**config.mk**
```make
export PLATFORM = sky130hd
export DESIGN_NAME = ram_port_arbiter
export DESIGN_NICKNAME = d
export VERILOG_FILES = /design/src/rtl/vscpu_pkg.sv /design/src/rtl/rr_lock_arbiter.sv /design/src/rtl/ram_port_arbiter.sv
export SDC_FILE = /design/constraint.sdc
export NUM_CORES = 1
export LEC_CHECK = 0
export ABC_AREA = 1
export BUFFER_PORTS_ARGS = -buffer_cell sky130_fd_sc_hd__buf_2
export CORE_AREA = 2 2 99 101
export DETAILED_ROUTE_END_ITERATION = 8
export DIE_AREA = 0 0 101 103
export GPL_ROUTABILITY_DRIVEN = 0
export SLEW_MARGIN = 20
export SYNTH_ARGS = -nofsm -noshare
export SYNTH_HDL_FRONTEND = slang
export SYNTH_SLANG_ARGS = --single-unit
```
**constraint.sdc**
```tcl
create_clock -name clk -period 5.4 [get_ports clk]
set_clock_uncertainty 0.1 [all_clocks]
set_input_delay 1.08 -clock clk [delete_from_list [all_inputs] [get_ports clk]]
set_output_delay 1.08 -clock clk [all_outputs]
set_load 0.01 [all_outputs]
```
**src/rtl/vscpu_pkg.sv**
```systemverilog
// Shared definitions for the VerySimpleCPU memory subsystem.
//   ADDR_W_DEF / DATA_W_DEF / LOCK_MAX_DEF : default widths and lock bound
//   owner_t                                : which port currently holds a lock
//   P0 / P1                                : port index constants
package vscpu_pkg;

   localparam int ADDR_W_DEF   = 14;
   localparam int DATA_W_DEF   = 32;
   localparam int LOCK_MAX_DEF = 16;

   typedef enum logic [1:0] {
      OWN_NONE = 2'd0,
      OWN_P0   = 2'd1,
      OWN_P1   = 2'd2
   } owner_t;

   localparam logic P0 = 1'b0;
   localparam logic P1 = 1'b1;

   function automatic owner_t owner_of(input logic port);
      return port ? OWN_P1 : OWN_P0;
   endfunction

endpackage

```
**src/rtl/rr_lock_arbiter.sv**
```systemverilog
// Two-port round-robin arbiter with a bounded ownership lock.
//   clk, rst         : clock, synchronous active-high reset
//   req0/req1        : port requests
//   lock0/lock1      : port wants to keep ownership after this grant
//   gnt0/gnt1        : combinational grants (at most one high)
//   owner, lock_cnt  : ownership state, also exported for observation
module rr_lock_arbiter
   import vscpu_pkg::*;
#(
   parameter  int LOCK_MAX = LOCK_MAX_DEF,
   localparam int CNT_W    = $clog2(LOCK_MAX + 1)
) (
   input  logic             clk,
   input  logic             rst,
   input  logic             req0,
   input  logic             req1,
   input  logic             lock0,
   input  logic             lock1,
   output logic             gnt0,
   output logic             gnt1,
   output owner_t           owner,
   output logic [CNT_W-1:0] lock_cnt
);

   logic last_winner;
   logic grant;
   logic winner;
   logic forced;
   logic other_req;
   logic win_lock;
   logic cnt_full;

   assign cnt_full = (lock_cnt == CNT_W'(LOCK_MAX));

   always_comb begin
      grant  = 1'b0;
      winner = P0;
      forced = 1'b0;
      if (!rst) begin
         if (owner == OWN_P0 && req0) begin
            grant = 1'b1;
            if (cnt_full && req1) begin
               winner = P1;
               forced = 1'b1;
            end else begin
               winner = P0;
            end
         end else if (owner == OWN_P1 && req1) begin
            grant = 1'b1;
            if (cnt_full && req0) begin
               winner = P0;
               forced = 1'b1;
            end else begin
               winner = P1;
            end
         end else if (req0 && req1) begin
            grant  = 1'b1;
            winner = ~last_winner;
         end else if (req0 || req1) begin
            grant  = 1'b1;
            winner = req1 ? P1 : P0;
         end
      end
   end

   assign gnt0      = grant && (winner == P0);
   assign gnt1      = grant && (winner == P1);
   assign other_req = (winner == P0) ? req1 : req0;
   assign win_lock  = (winner == P0) ? lock0 : lock1;

   always_ff @(posedge clk) begin
      if (rst) begin
         last_winner <= P1;
         owner       <= OWN_NONE;
         lock_cnt    <= '0;
      end else begin
         if (grant) begin
            last_winner <= winner;
         end
         if (!grant || forced || !win_lock) begin
            owner    <= OWN_NONE;
            lock_cnt <= '0;
         end else if (owner == owner_of(winner)) begin
            // Owner keeps the port; only grants taken while the other side
            // waits count towards the bound.
            if (other_req && !cnt_full) begin
               lock_cnt <= lock_cnt + 1'b1;
            end
         end else begin
            owner    <= owner_of(winner);
            lock_cnt <= '0;
         end
      end
   end

endmodule

```
**src/rtl/ram_port_arbiter.sv**
```systemverilog
// Shares one single-port block RAM between the CPU (port 0) and a DMA/debug
// master (port 1).
//   clk, rst                      : clock, synchronous active-high reset
//   mX_req/we/lock/addr/wdata     : port X request
//   mX_gnt                        : port X access accepted this cycle
//   mX_rvalid/rdata               : port X read data, one cycle after gnt
//   ram_we/addr/wdata, ram_rdata  : block RAM interface
//   dbg_owner, dbg_lock_cnt       : arbiter ownership state
// Handshake: a requester raises req with stable we/lock/addr/wdata and holds
// them until it sees gnt; a transfer completes in each cycle with req & gnt.
// A granted read returns exactly one cycle later as rvalid with rdata; writes
// never produce rvalid.
module ram_port_arbiter
   import vscpu_pkg::*;
#(
   parameter  int ADDR_W   = ADDR_W_DEF,
   parameter  int DATA_W   = DATA_W_DEF,
   parameter  int LOCK_MAX = LOCK_MAX_DEF,
   localparam int CNT_W    = $clog2(LOCK_MAX + 1)
) (
   input  logic              clk,
   input  logic              rst,
   input  logic              m0_req,
   input  logic              m0_we,
   input  logic              m0_lock,
   input  logic [ADDR_W-1:0] m0_addr,
   input  logic [DATA_W-1:0] m0_wdata,
   output logic              m0_gnt,
   output logic              m0_rvalid,
   output logic [DATA_W-1:0] m0_rdata,
   input  logic              m1_req,
   input  logic              m1_we,
   input  logic              m1_lock,
   input  logic [ADDR_W-1:0] m1_addr,
   input  logic [DATA_W-1:0] m1_wdata,
   output logic              m1_gnt,
   output logic              m1_rvalid,
   output logic [DATA_W-1:0] m1_rdata,
   output logic              ram_we,
   output logic [ADDR_W-1:0] ram_addr,
   output logic [DATA_W-1:0] ram_wdata,
   input  logic [DATA_W-1:0] ram_rdata,
   output owner_t            dbg_owner,
   output logic [CNT_W-1:0]  dbg_lock_cnt
);

   logic rd_valid_q;
   logic rd_tag_q;

   rr_lock_arbiter #(.LOCK_MAX(LOCK_MAX)) u_arb (
      .clk      (clk),
      .rst      (rst),
      .req0     (m0_req),
      .req1     (m1_req),
      .lock0    (m0_lock),
      .lock1    (m1_lock),
      .gnt0     (m0_gnt),
      .gnt1     (m1_gnt),
      .owner    (dbg_owner),
      .lock_cnt (dbg_lock_cnt)
   );

   always_comb begin
      ram_we    = 1'b0;
      ram_addr  = '0;
      ram_wdata = '0;
      if (m0_gnt) begin
         ram_we    = m0_we;
         ram_addr  = m0_addr;
         ram_wdata = m0_wdata;
      end else if (m1_gnt) begin
         ram_we    = m1_we;
         ram_addr  = m1_addr;
         ram_wdata = m1_wdata;
      end
   end

   // The RAM answers a read on the following cycle, so only the owning port
   // tag needs to be carried alongside the valid bit.
   always_ff @(posedge clk) begin
      if (rst) begin
         rd_valid_q <= 1'b0;
         rd_tag_q   <= P0;
      end else begin
         rd_valid_q <= (m0_gnt && !m0_we) || (m1_gnt && !m1_we);
         rd_tag_q   <= m1_gnt ? P1 : P0;
      end
   end

   // Gating with rst squashes a read that was in flight when reset arrived.
   assign m0_rvalid = rd_valid_q && !rst && (rd_tag_q == P0);
   assign m1_rvalid = rd_valid_q && !rst && (rd_tag_q == P1);
   assign m0_rdata  = m0_rvalid ? ram_rdata : '0;
   assign m1_rdata  = m1_rvalid ? ram_rdata : '0;

endmodule

```
==> results by group, run 1 <==
Outcome
  • Outcome: finished clean

GRT
  • First-pass GRT wire length: 10,800 µm
  • Number of global-route vias before repair: 2,373
  • Initial antenna violation count: 0
  • GRT Util Overall: 0.128
  • Total gr overflow: 0
  • Largest net degree at the start of global routing: 49

Drt
  • DRT iter0 DRCs: 75
  • Uppermost layer routed: met4
  • WL met2: 3850 µm
  • Initial DRT Pass Iterations: 4
  • Wl on met1: 3200 µm
  • DR vias/cell: 4.01
  • Routed vias: 2,878
  • Post-DRT Antenna Nets: 0
  • Met3 WL: 805 µm
  • Drt total wl: 7950 µm
  • Drt wl/cell: 11.1 µm
  • Drt drc: 0

CTS
  • Worst-Skew Late Latency: 230 ps
  • Clk sink count: 10
  • Clock-pin slew on the worst setup and hold paths: 50 ps
  • CTS resizes: 0
  • # Post-CTS Setup Buffers: 0
  • CTS H-tree lvls: 1
  • CTS hold repair buffers: 0
  • CTS root buf: clkbuf_8
  • CTS tree: done
  • Max Buffers Root-to-Sink: 2
  • CTS Buf Count: 3

Yosys
  • Mux cell area share after synthesis: 0
  • Xor/xnor share of the synthesized area: 0.00496
  • Post-Synth Simple-Gate Area: 0.635
  • Net Count, Synth: 498
  • Largest family of logic cells by synthesized area: simple AND/OR/NAND/NOR gates
  • Mapped Avg Cell Area: 4.85 µm²
  • Compound-Gate Fraction of Synth Area: 0.0276
  • Seq/Total Area, Yosys: 0.113
  • Synth Area in Adders: 0.0142
  • Yosys warns: 0
  • Post-Synthesis Cells: 364
  • Number of synthesized register bits: 10
  • Synth cell types: 27
  • Mapped Area: 1770 µm²

Timing
  • Least-Margin Pin Slew: 970 ps
  • Hold Fails Final Rpt: 0
  • # setup viols final: 0
  • RSZ-0062 raised after global routing: false
  • Final Max Tran Viols: 0
  • FMAX: 254 MHz
  • Tcrit/Tclk final: 0.728
  • Slew HR: 0.352
  • Fin worst setup slack: 1470 ps
  • Final Critical Period: 3930 ps
  • Setup TNS: 0 ps
  • Hold_ws: 387 ps

Worst setup path
  • Startpoint Class: input port
  • Worst R2R Start: u_arb.lock_cnt[0]
  • Cell mode on critical path: nand2_1
  • Max stage delay on crit path: 600 ps
  • CP Max Fanout: 48
  • Setup slack, reg-to-reg: 3420 ps
  • Slowest cell on the critical path: inv_2
  • Reg2Reg Depth: 11
  • Setup Crit Path Kind: in -> out
  • Cell Chain, Critical Path: buf_2 -> nand3_1 -> nand2_1 -> o21ai_2 -> nand2_2 -> nand2_4 -> inv_2 -> nand2_1 -> nand2_1 -> buf_2
  • RR Endpoint: u_arb.lock_cnt[0]
  • CP required: 4220 ps
  • WP data arrival: 2750 ps
  • Setup crit end kind: primary output

Pwr
  • PD cells: 124 nW/µm²
  • Maximum VDD drop: 0.0634 mV
  • Pleak: 2.28 nW

Hold path
  • Hold Path Class: reg -> reg
  • WHS Path Cells: 2
  • Hold path startpoint: u_arb.last_winner
  • WHS Endpoint: u_arb.last_winner

Layout
  • Most frequent cells in the layout: buf_2 (253), nand2_1 (150), nor2_1 (75), inv_1 (56), nand2_2 (22)
  • Most common cell after layout, fill and taps aside: buf_2
  • Nets@finish: 739
  • Final antenna diode count: 0
  • Share of layout cells above drive strength 1: 0.478
  • Area grow syn2layout: 75.1%

Place
  • Dpl ws: 1450 ps
  • # port buffers: 253
  • Post-DP HPWL: 6540 µm

Floorplanning
  • Initial Utilization: 0.187
  • I/O Pins: 254
  • Die Y: 103 µm
  • Core Rows: 36
  • Die area: 10,400 µm²
  • Die Wd: 101 µm
  • Core area: 9460 µm²

Flow run
  • Max-cap violations: 0
## worst max-delay path, delay by kind of cell
family	cells	cell delay (ps)
buffers and inverters	3	940
AND/OR/NAND/NOR	6	650
AO/OA/AOI/OAI	1	60
## cell usage after synthesis
cell / number / area, µm²
nand2_1: 150 / 563
o21ai_2: 1 / 8.76
nor2_1: 75 / 282
nand4_1: 6 / 37.5
a21oi_1: 1 / 5.00
clkbuf_1: 6 / 22.5
inv_1: 56 / 210
nor2_2: 2 / 12.5
buf_6: 2 / 22.5
o22ai_1: 1 / 6.26
buf_12: 3 / 60.1
buf_4: 1 / 7.51
dfxtp_1: 10 / 200
nand3_1: 7 / 35.0
inv_2: 2 / 7.51
ha_1: 2 / 25.0
nand3_2: 1 / 10.0
nor3_1: 3 / 15.0
xor2_1: 1 / 8.76
o21ai_0: 1 / 5.00
nand2_4: 2 / 22.5
a21boi_0: 1 / 7.51
buf_2: 5 / 25.0
a21oi_4: 1 / 16.3
inv_4: 1 / 6.26
nand2_2: 22 / 138
nand3b_1: 1 / 7.51
## flip-flops by register name, indices dropped and copies added (netlist names)
name / cells
rd_tag_q: 1
rd_valid_q: 1
u_arb.owner: 2
u_arb.lock_cnt: 5
u_arb.last_winner: 1
## stage by stage
| step | utilization | total power, mW | std cells | area, µm² |
|---|---|---|---|---|
| after floorplan | - | 0.196 | 364 | 1770 |
| after global placement | 0.321 | 0.293 | 714 | 3040 |
| after detailed placement | 0.321 | 0.293 | 714 | 3040 |
| after CTS | 0.327 | 0.390 | 718 | 3090 |
| after global routing | 0.327 | 0.419 | 718 | 3090 |
| final | 0.327 | 0.383 | 718 | 3090 |
## cell type report
class | count | area, µm²
Sequential cell | 10 | 200
Inverter | 59 | 224
Multi-Input combinational cell | 278 | 1200
Clock buffer | 4 | 55.1
Tap cell | 114 | 143
Fill cell | 1112 | 6370
Timing Repair Buffer | 253 | 1270
## how the worst max path moves through the flow
stage               startpoint       endpoint  slack [ps]  depth (start not counted)
floorplan               m1_req    ram_addr[0]        2150                          9
global placement        m1_req  ram_wdata[30]        1440                         10
detailed placement      m0_req   ram_addr[13]        1450                         10
CTS                     m0_req  ram_wdata[23]        1440                         10
global route            m1_req         ram_we        1240                         10
finish                  m1_req  ram_wdata[23]        1470                         10
## routing by layer
| metal | vias up | GRT usage |
|---|---|---|
| met5 | - | 0 |
| met4 | 0 | 0.0281 |
| met3 | 6 | 0.0203 |
| met2 | 170 | 0.232 |
| met1 | 1173 | 0.161 |
| li1 | 1529 | - |
## cell families (layout without fill, tap and decap cells)
logic type | count (synthesis) | in the layout
adders and majority gates | 2 | 2
xor gates and xnor gates | 1 | 1
AOI/OAI and AO/OA | 6 | 6
buffers and inverters | 76 | 316
and+or+nand+nor | 269 | 269
DFF | 10 | 10
## report_power, final
group,total (mW),switching [mW],internal [mW]
sequential,0.0786,0.00167,0.0770
clock,0.0935,0.0294,0.0641
combinational,0.211,0.122,0.0891
total,0.383,0.153,0.230
(Power assumes the default switching activity.)
==> run 2, diff against run 1 <==
==> constraint.sdc (replaced) <==
create_clock -name clk -period 4.1 [get_ports clk]
set_clock_uncertainty 0.1 [all_clocks]
set_input_delay 0.82 -clock clk [delete_from_list [all_inputs] [get_ports clk]]
set_output_delay 0.82 -clock clk [all_outputs]
set_load 0.01 [all_outputs]
==> run 2 against run 1 <==
  * Register-to-register slack got worse by 1200 ps
  * Clock power rose by 36%
  * Total power rose by 35%
  * Via count rose by 0.90%
  * Non-clock buffer count rose by 2
  * Wire length rose by 1.5%
  * Global-route usage rose by 0.33 points
  * Largest power group unchanged
  * Die area did not move
  * Hold slack improved by 28 ps
==> results by group, run 2 (synthesis gave the netlist of run 1 again) <==
Outcome
  • Outcome: finished clean

Floorplanning
  • Core area: 9460 µm²
  • Die Wd: 101 µm
  • Core Rows: 36
  • I/O Pins: 254
  • Initial Utilization: 0.187
  • Die area: 10,400 µm²
  • Die Y: 103 µm

Layout
  • Max reg flops: 5
  • Largest reg by FF count: u_arb.lock_cnt
  • Largest registers: u_arb.lock_cnt (5), u_arb.owner (2)
  • FILL cells: 1,099
  • Share of layout cells above drive strength 1: 0.480
  • Area grow syn2layout: 77.3%
  • Most common cell after layout, fill and taps aside: buf_2
  • Nets@finish: 741
  • Sequential cell area: 200 µm²
  • Multi-input logic area: 1200 µm²
  • Final antenna diode count: 0
  • Most frequent cells in the layout: buf_2 (253), nand2_1 (150), nor2_1 (75), inv_1 (56), nand2_2 (22)
  • Util after Layout: 0.331

CTS
  • CTS tree: done
  • Worst-Skew Late Latency: 240 ps
  • Max Buffers Root-to-Sink: 2
  • Clock-pin slew on the worst setup and hold paths: 50 ps
  • CTS root buf: clkbuf_8
  • CTS resizes: 0
  • CTS H-tree lvls: 1
  • # Post-CTS Setup Buffers: 0
  • CTS hold repair buffers: 0
  • CTS Buf Count: 3
  • Clk sink count: 10

Timing
  • Least-Margin Pin Slew: 978 ps
  • Hold Fails Final Rpt: 0
  • FMAX: 297 MHz
  • Final Critical Period: 3370 ps
  • Final Max Tran Viols: 0
  • Slew HR: 0.347
  • RSZ-0062 raised after global routing: false
  • # setup viols final: 0
  • Tcrit/Tclk final: 0.821
  • Setup TNS: 0 ps

GRT
  • Initial antenna violation count: 0
  • Met2 GRT Util: 0.251
  • GRT met3 Usage: 0.0142
  • Number of global-route vias before repair: 2,422
  • GRT Util Overall: 0.132
  • GRT busiest layer: met2
  • Total gr overflow: 0
  • GRT met1 Usage: 0.159
  • Largest net degree at the start of global routing: 33
  • First-pass GRT wire length: 11,000 µm

Worst setup path
  • CP delay by family, top: buffers and inverters
  • CP Max Fanout: 26
  • WP data arrival: 2450 ps
  • Worst path bufs/invs: 4
  • CP required: 3180 ps
  • Setup slack, reg-to-reg: 2220 ps
  • Max stage delay on crit path: 270 ps
  • Setup Crit Path Kind: in -> out
  • Setup crit end kind: primary output
  • Slowest cell on the critical path: inv_4
  • Startpoint Class: input port
  • Cell Chain, Critical Path: buf_2 -> nand4_1 -> o21ai_2 -> nand2_2 -> nand2_4 -> nand2_4 -> inv_4 -> buf_12 -> nand2_1 -> nand2_1 -> buf_2

Drt
  • DR vias/cell: 4.03
  • Initial DRT Pass Iterations: 5
  • Post-DRT Antenna Nets: 0
  • Drt drc: 0
  • Drt wl/cell: 11.2 µm
  • Routed vias: 2,904
  • Drt total wl: 8070 µm
  • DRT iter0 DRCs: 91

Place
  • Post-DP HPWL: 6770 µm
  • # port buffers: 253

Flow run
  • Max-cap violations: 0

Pwr
  • Pleak: 2.29 nW
  • PD cells: 164 nW/µm²
  • Maximum VDD drop: 0.103 mV

Hold path
  • Hold Path Class: reg -> reg
==> run 2: final cells by class <==
type	instances	share of cell area
Timing Repair Buffer	255	0.417
Clock buffer	4	0.0176
Sequential cell	10	0.0639
Multi-Input combinational cell	278	0.385
Tap cell	114	0.0455
Inverter	59	0.0715
==> run 2: worst paths after layout <==
check / cells past startpoint / to / from
setup reg to reg: 11 / u_arb.lock_cnt[0] / u_arb.lock_cnt[0]
hold / removal: 2 / u_arb.last_winner / u_arb.last_winner
setup / recovery: 11 / ram_wdata[2] / m1_req
hold reg to reg: 2 / u_arb.last_winner / u_arb.last_winner
==> run 2: metrics by stage <==
| step | instance area [µm²] | hold WS [ps] | total power, mW | instances | setup WS (ps) |
|---|---|---|---|---|---|
| floorplan | 1770 | 334 | 0.258 | 364 | 1370 |
| global placement | 3080 | 392 | 0.394 | 716 | 776 |
| detailed placement | 3080 | 386 | 0.394 | 716 | 732 |
| CTS | 3130 | 419 | 0.524 | 720 | 731 |
| global route | 3130 | 428 | 0.562 | 720 | 592 |
| finish | 3130 | 415 | 0.515 | 720 | 733 |
==> run 2: power breakdown <==
part	switching [mW]	internal (mW)	total [mW]	leakage (nW)
Sequential	0.00239	0.101	0.104	0.0816
Clock	0.0422	0.0847	0.127	0.0288
Combinational	0.162	0.123	0.284	2.18
==> run 2: per-layer routing <==
metal  up-vias  wire length (µm)  share of wire
li1       1536                 -              -
met1      1209              3350           0.42
met2       154              3960           0.49
met3         5               701          0.087
met4         0                57         0.0071
met5         -                 0              0
==> run 2: tightest hold or removal path: stages (launching register included) <==
cell,delay (ps)
dfxtp_1,350
a21oi_1,80
nand2_1,60
==> run 3, diff against run 2 <==
==> constraint.sdc (replaced) <==
create_clock -name clk -period 3.3 [get_ports clk]
set_clock_uncertainty 0.1 [all_clocks]
set_input_delay 0.66 -clock clk [delete_from_list [all_inputs] [get_ports clk]]
set_output_delay 0.66 -clock clk [all_outputs]
set_load 0.01 [all_outputs]
==> run 3 against run 2 <==
  * Sequential cell count did not move
  * Cell count rose by 0.69%
  * Setup slack got worse by 440 ps
  * Clock power rose by 23%
  * Register-to-register slack got worse by 830 ps
  * Combinational power rose by 24%
  * Cell area rose by 0.40%
  * Die area did not move
  * Largest cell class unchanged
  * Global-route usage fell by 0.89 points
==> results by group, run 3 (synthesis gave the netlist of run 1 again) <==
Timing
  • Tcrit/Tclk final: 0.911
  • FMAX: 333 MHz
  • Hold Fails Final Rpt: 0
  • Slew HR: 0.715
  • # setup viols final: 0
  • Least-Margin Pin Slew: 426 ps
  • Setup TNS: 0 ps
  • Final Critical Period: 3010 ps
  • RSZ-0062 raised after global routing: false
  • Final Max Tran Viols: 0

Place
  • # port buffers: 253
  • Post-DP HPWL: 6550 µm
  • Post-DP Area: 3090 µm²

Drt
  • Initial DRT Pass Iterations: 4
  • Post-DRT Antenna Nets: 0
  • Routed vias: 2,890
  • DR vias/cell: 3.99
  • Drt drc: 0
  • DRT iter0 DRCs: 83
  • Drt wl/cell: 10.7 µm
  • Drt total wl: 7730 µm

Outcome
  • Outcome: finished clean

CTS
  • Max Buffers Root-to-Sink: 2
  • CTS tree: done
  • # Post-CTS Setup Buffers: 0
  • CTS Buf Count: 3
  • CTS resizes: 0
  • Clk sink count: 10
  • Worst-Skew Late Latency: 240 ps
  • CTS root buf: clkbuf_8
  • CTS hold repair buffers: 0
  • CTS H-tree lvls: 1
  • Clock-pin slew on the worst setup and hold paths: 50 ps

Floorplanning
  • Initial Utilization: 0.187
  • Die area: 10,400 µm²
  • Core area: 9460 µm²
  • Die Wd: 101 µm
  • Core Rows: 36
  • Die Y: 103 µm
  • I/O Pins: 254

Worst setup path
  • Startpoint Class: flip-flop
  • CP required: 2540 ps
  • Reg2Reg Depth: 11
  • WP data arrival: 2250 ps
  • Cell mode on critical path: nand2_1
  • Critical Path Sink: ram_wdata[7]
  • Setup crit end kind: primary output
  • Setup slack, reg-to-reg: 1390 ps
  • Max stage delay on crit path: 330 ps
  • Slowest cell on the critical path: dfxtp_1
  • RR Endpoint: u_arb.lock_cnt[0]
  • Setup Crit Path Kind: reg -> out
  • Worst R2R Start: u_arb.lock_cnt[0]
  • Cell Chain, Critical Path: inv_1 -> ha_1 -> nand2_1 -> inv_2 -> nand2_2 -> o21ai_2 -> nand2_2 -> nand2_4 -> nand2_4 -> inv_4 -> buf_4 -> nand2_1 -> nand2_1 -> buf_2
  • CP Max Fanout: 22
  • Crit path launch: u_arb.lock_cnt[0]

Layout
  • FILL cells: 1,118
  • Largest reg by FF count: u_arb.lock_cnt
  • Multi-input logic area: 1200 µm²
  • Area grow syn2layout: 78.0%
  • Sequential cell area: 200 µm²
  • Nets@finish: 746
  • Share of layout cells above drive strength 1: 0.484
  • Largest registers: u_arb.lock_cnt (5), u_arb.owner (2)
  • Final antenna diode count: 0
  • Max reg flops: 5
  • Most common cell after layout, fill and taps aside: buf_2
  • Most frequent cells in the layout: buf_2 (253), nand2_1 (150), nor2_1 (75), inv_1 (56), nand2_2 (22)
  • Util after Layout: 0.333
  • Post-route cell area: 3150 µm²

GRT
  • GRT Util Overall: 0.123
  • Largest net degree at the start of global routing: 33
  • Number of global-route vias before repair: 2,341
  • First-pass GRT wire length: 10,400 µm
  • Initial antenna violation count: 0
  • Total gr overflow: 0

Flow run
  • Max-cap violations: 0

Pwr
  • Pleak: 2.31 nW
  • Maximum VDD drop: 0.100 mV
  • PD cells: 202 nW/µm²
  • Total power: 0.636 mW

Hold path
  • Hold Path Class: reg -> reg
-- run 3: cell types whose count changed in the layout (fill, tap and decap cells not counted) --
cell    before  now
buf_4        0    7
buf_12       2    0
-- run 3: stage by stage --
stage,hold WS [ps],instances,setup slack [ps]
floorplan,334,364,883
global placement,390,721,301
detailed placement,382,721,267
CTS,396,725,236
global route,436,725,98.2
finish,387,725,294
-- run 3: power breakdown --
| group | switching (mW) | internal (mW) | total (mW) |
|---|---|---|---|
| registers | 0.00293 | 0.126 | 0.129 |
| logic | 0.200 | 0.152 | 0.352 |
| clock network | 0.0505 | 0.105 | 0.156 |
-- run 3: worst min-delay path by stage --
stage,from,to,slack [ps],cells past startpoint
3_3_place_gp,u_arb.last_winner,u_arb.last_winner,390,2
4_1_cts,u_arb.last_winner,u_arb.last_winner,400,2
2_1_floorplan,u_arb.last_winner,u_arb.last_winner,330,2
6_report,u_arb.last_winner,u_arb.last_winner,390,2
3_5_place_dp,u_arb.last_winner,u_arb.last_winner,380,2
5_1_grt,u_arb.last_winner,u_arb.last_winner,440,2
-- run 3: layout make-up --
| type | count | share of cell area |
|---|---|---|
| clock buffers | 4 | 0.0175 |
| inverters | 59 | 0.0712 |
| multi-input cells | 278 | 0.383 |
| flip-flops and latches | 10 | 0.0636 |
| well taps | 114 | 0.0453 |
| repair buffers | 260 | 0.419 |
-- run 3: critical path, delay by kind of cell (launching register included) --
| family | cells | cell delay, ps |
|---|---|---|
| simple gates | 7 | 590 |
| fa+ha+maj | 1 | 150 |
| buf+inv | 5 | 770 |
| flops | 1 | 330 |
| compound gates | 1 | 170 |
-- run 3: per-layer routing --
| layer | vias up | routed length (µm) | track usage |
|---|---|---|---|
| li1 | 1546 | - | - |
| met1 | 1190 | 3210 | 0.154 |
| met2 | 150 | 3810 | 0.231 |
| met3 | 4 | 680 | 0.0129 |
| met4 | 0 | 34 | 0.0187 |
| met5 | - | 0 | 0 |
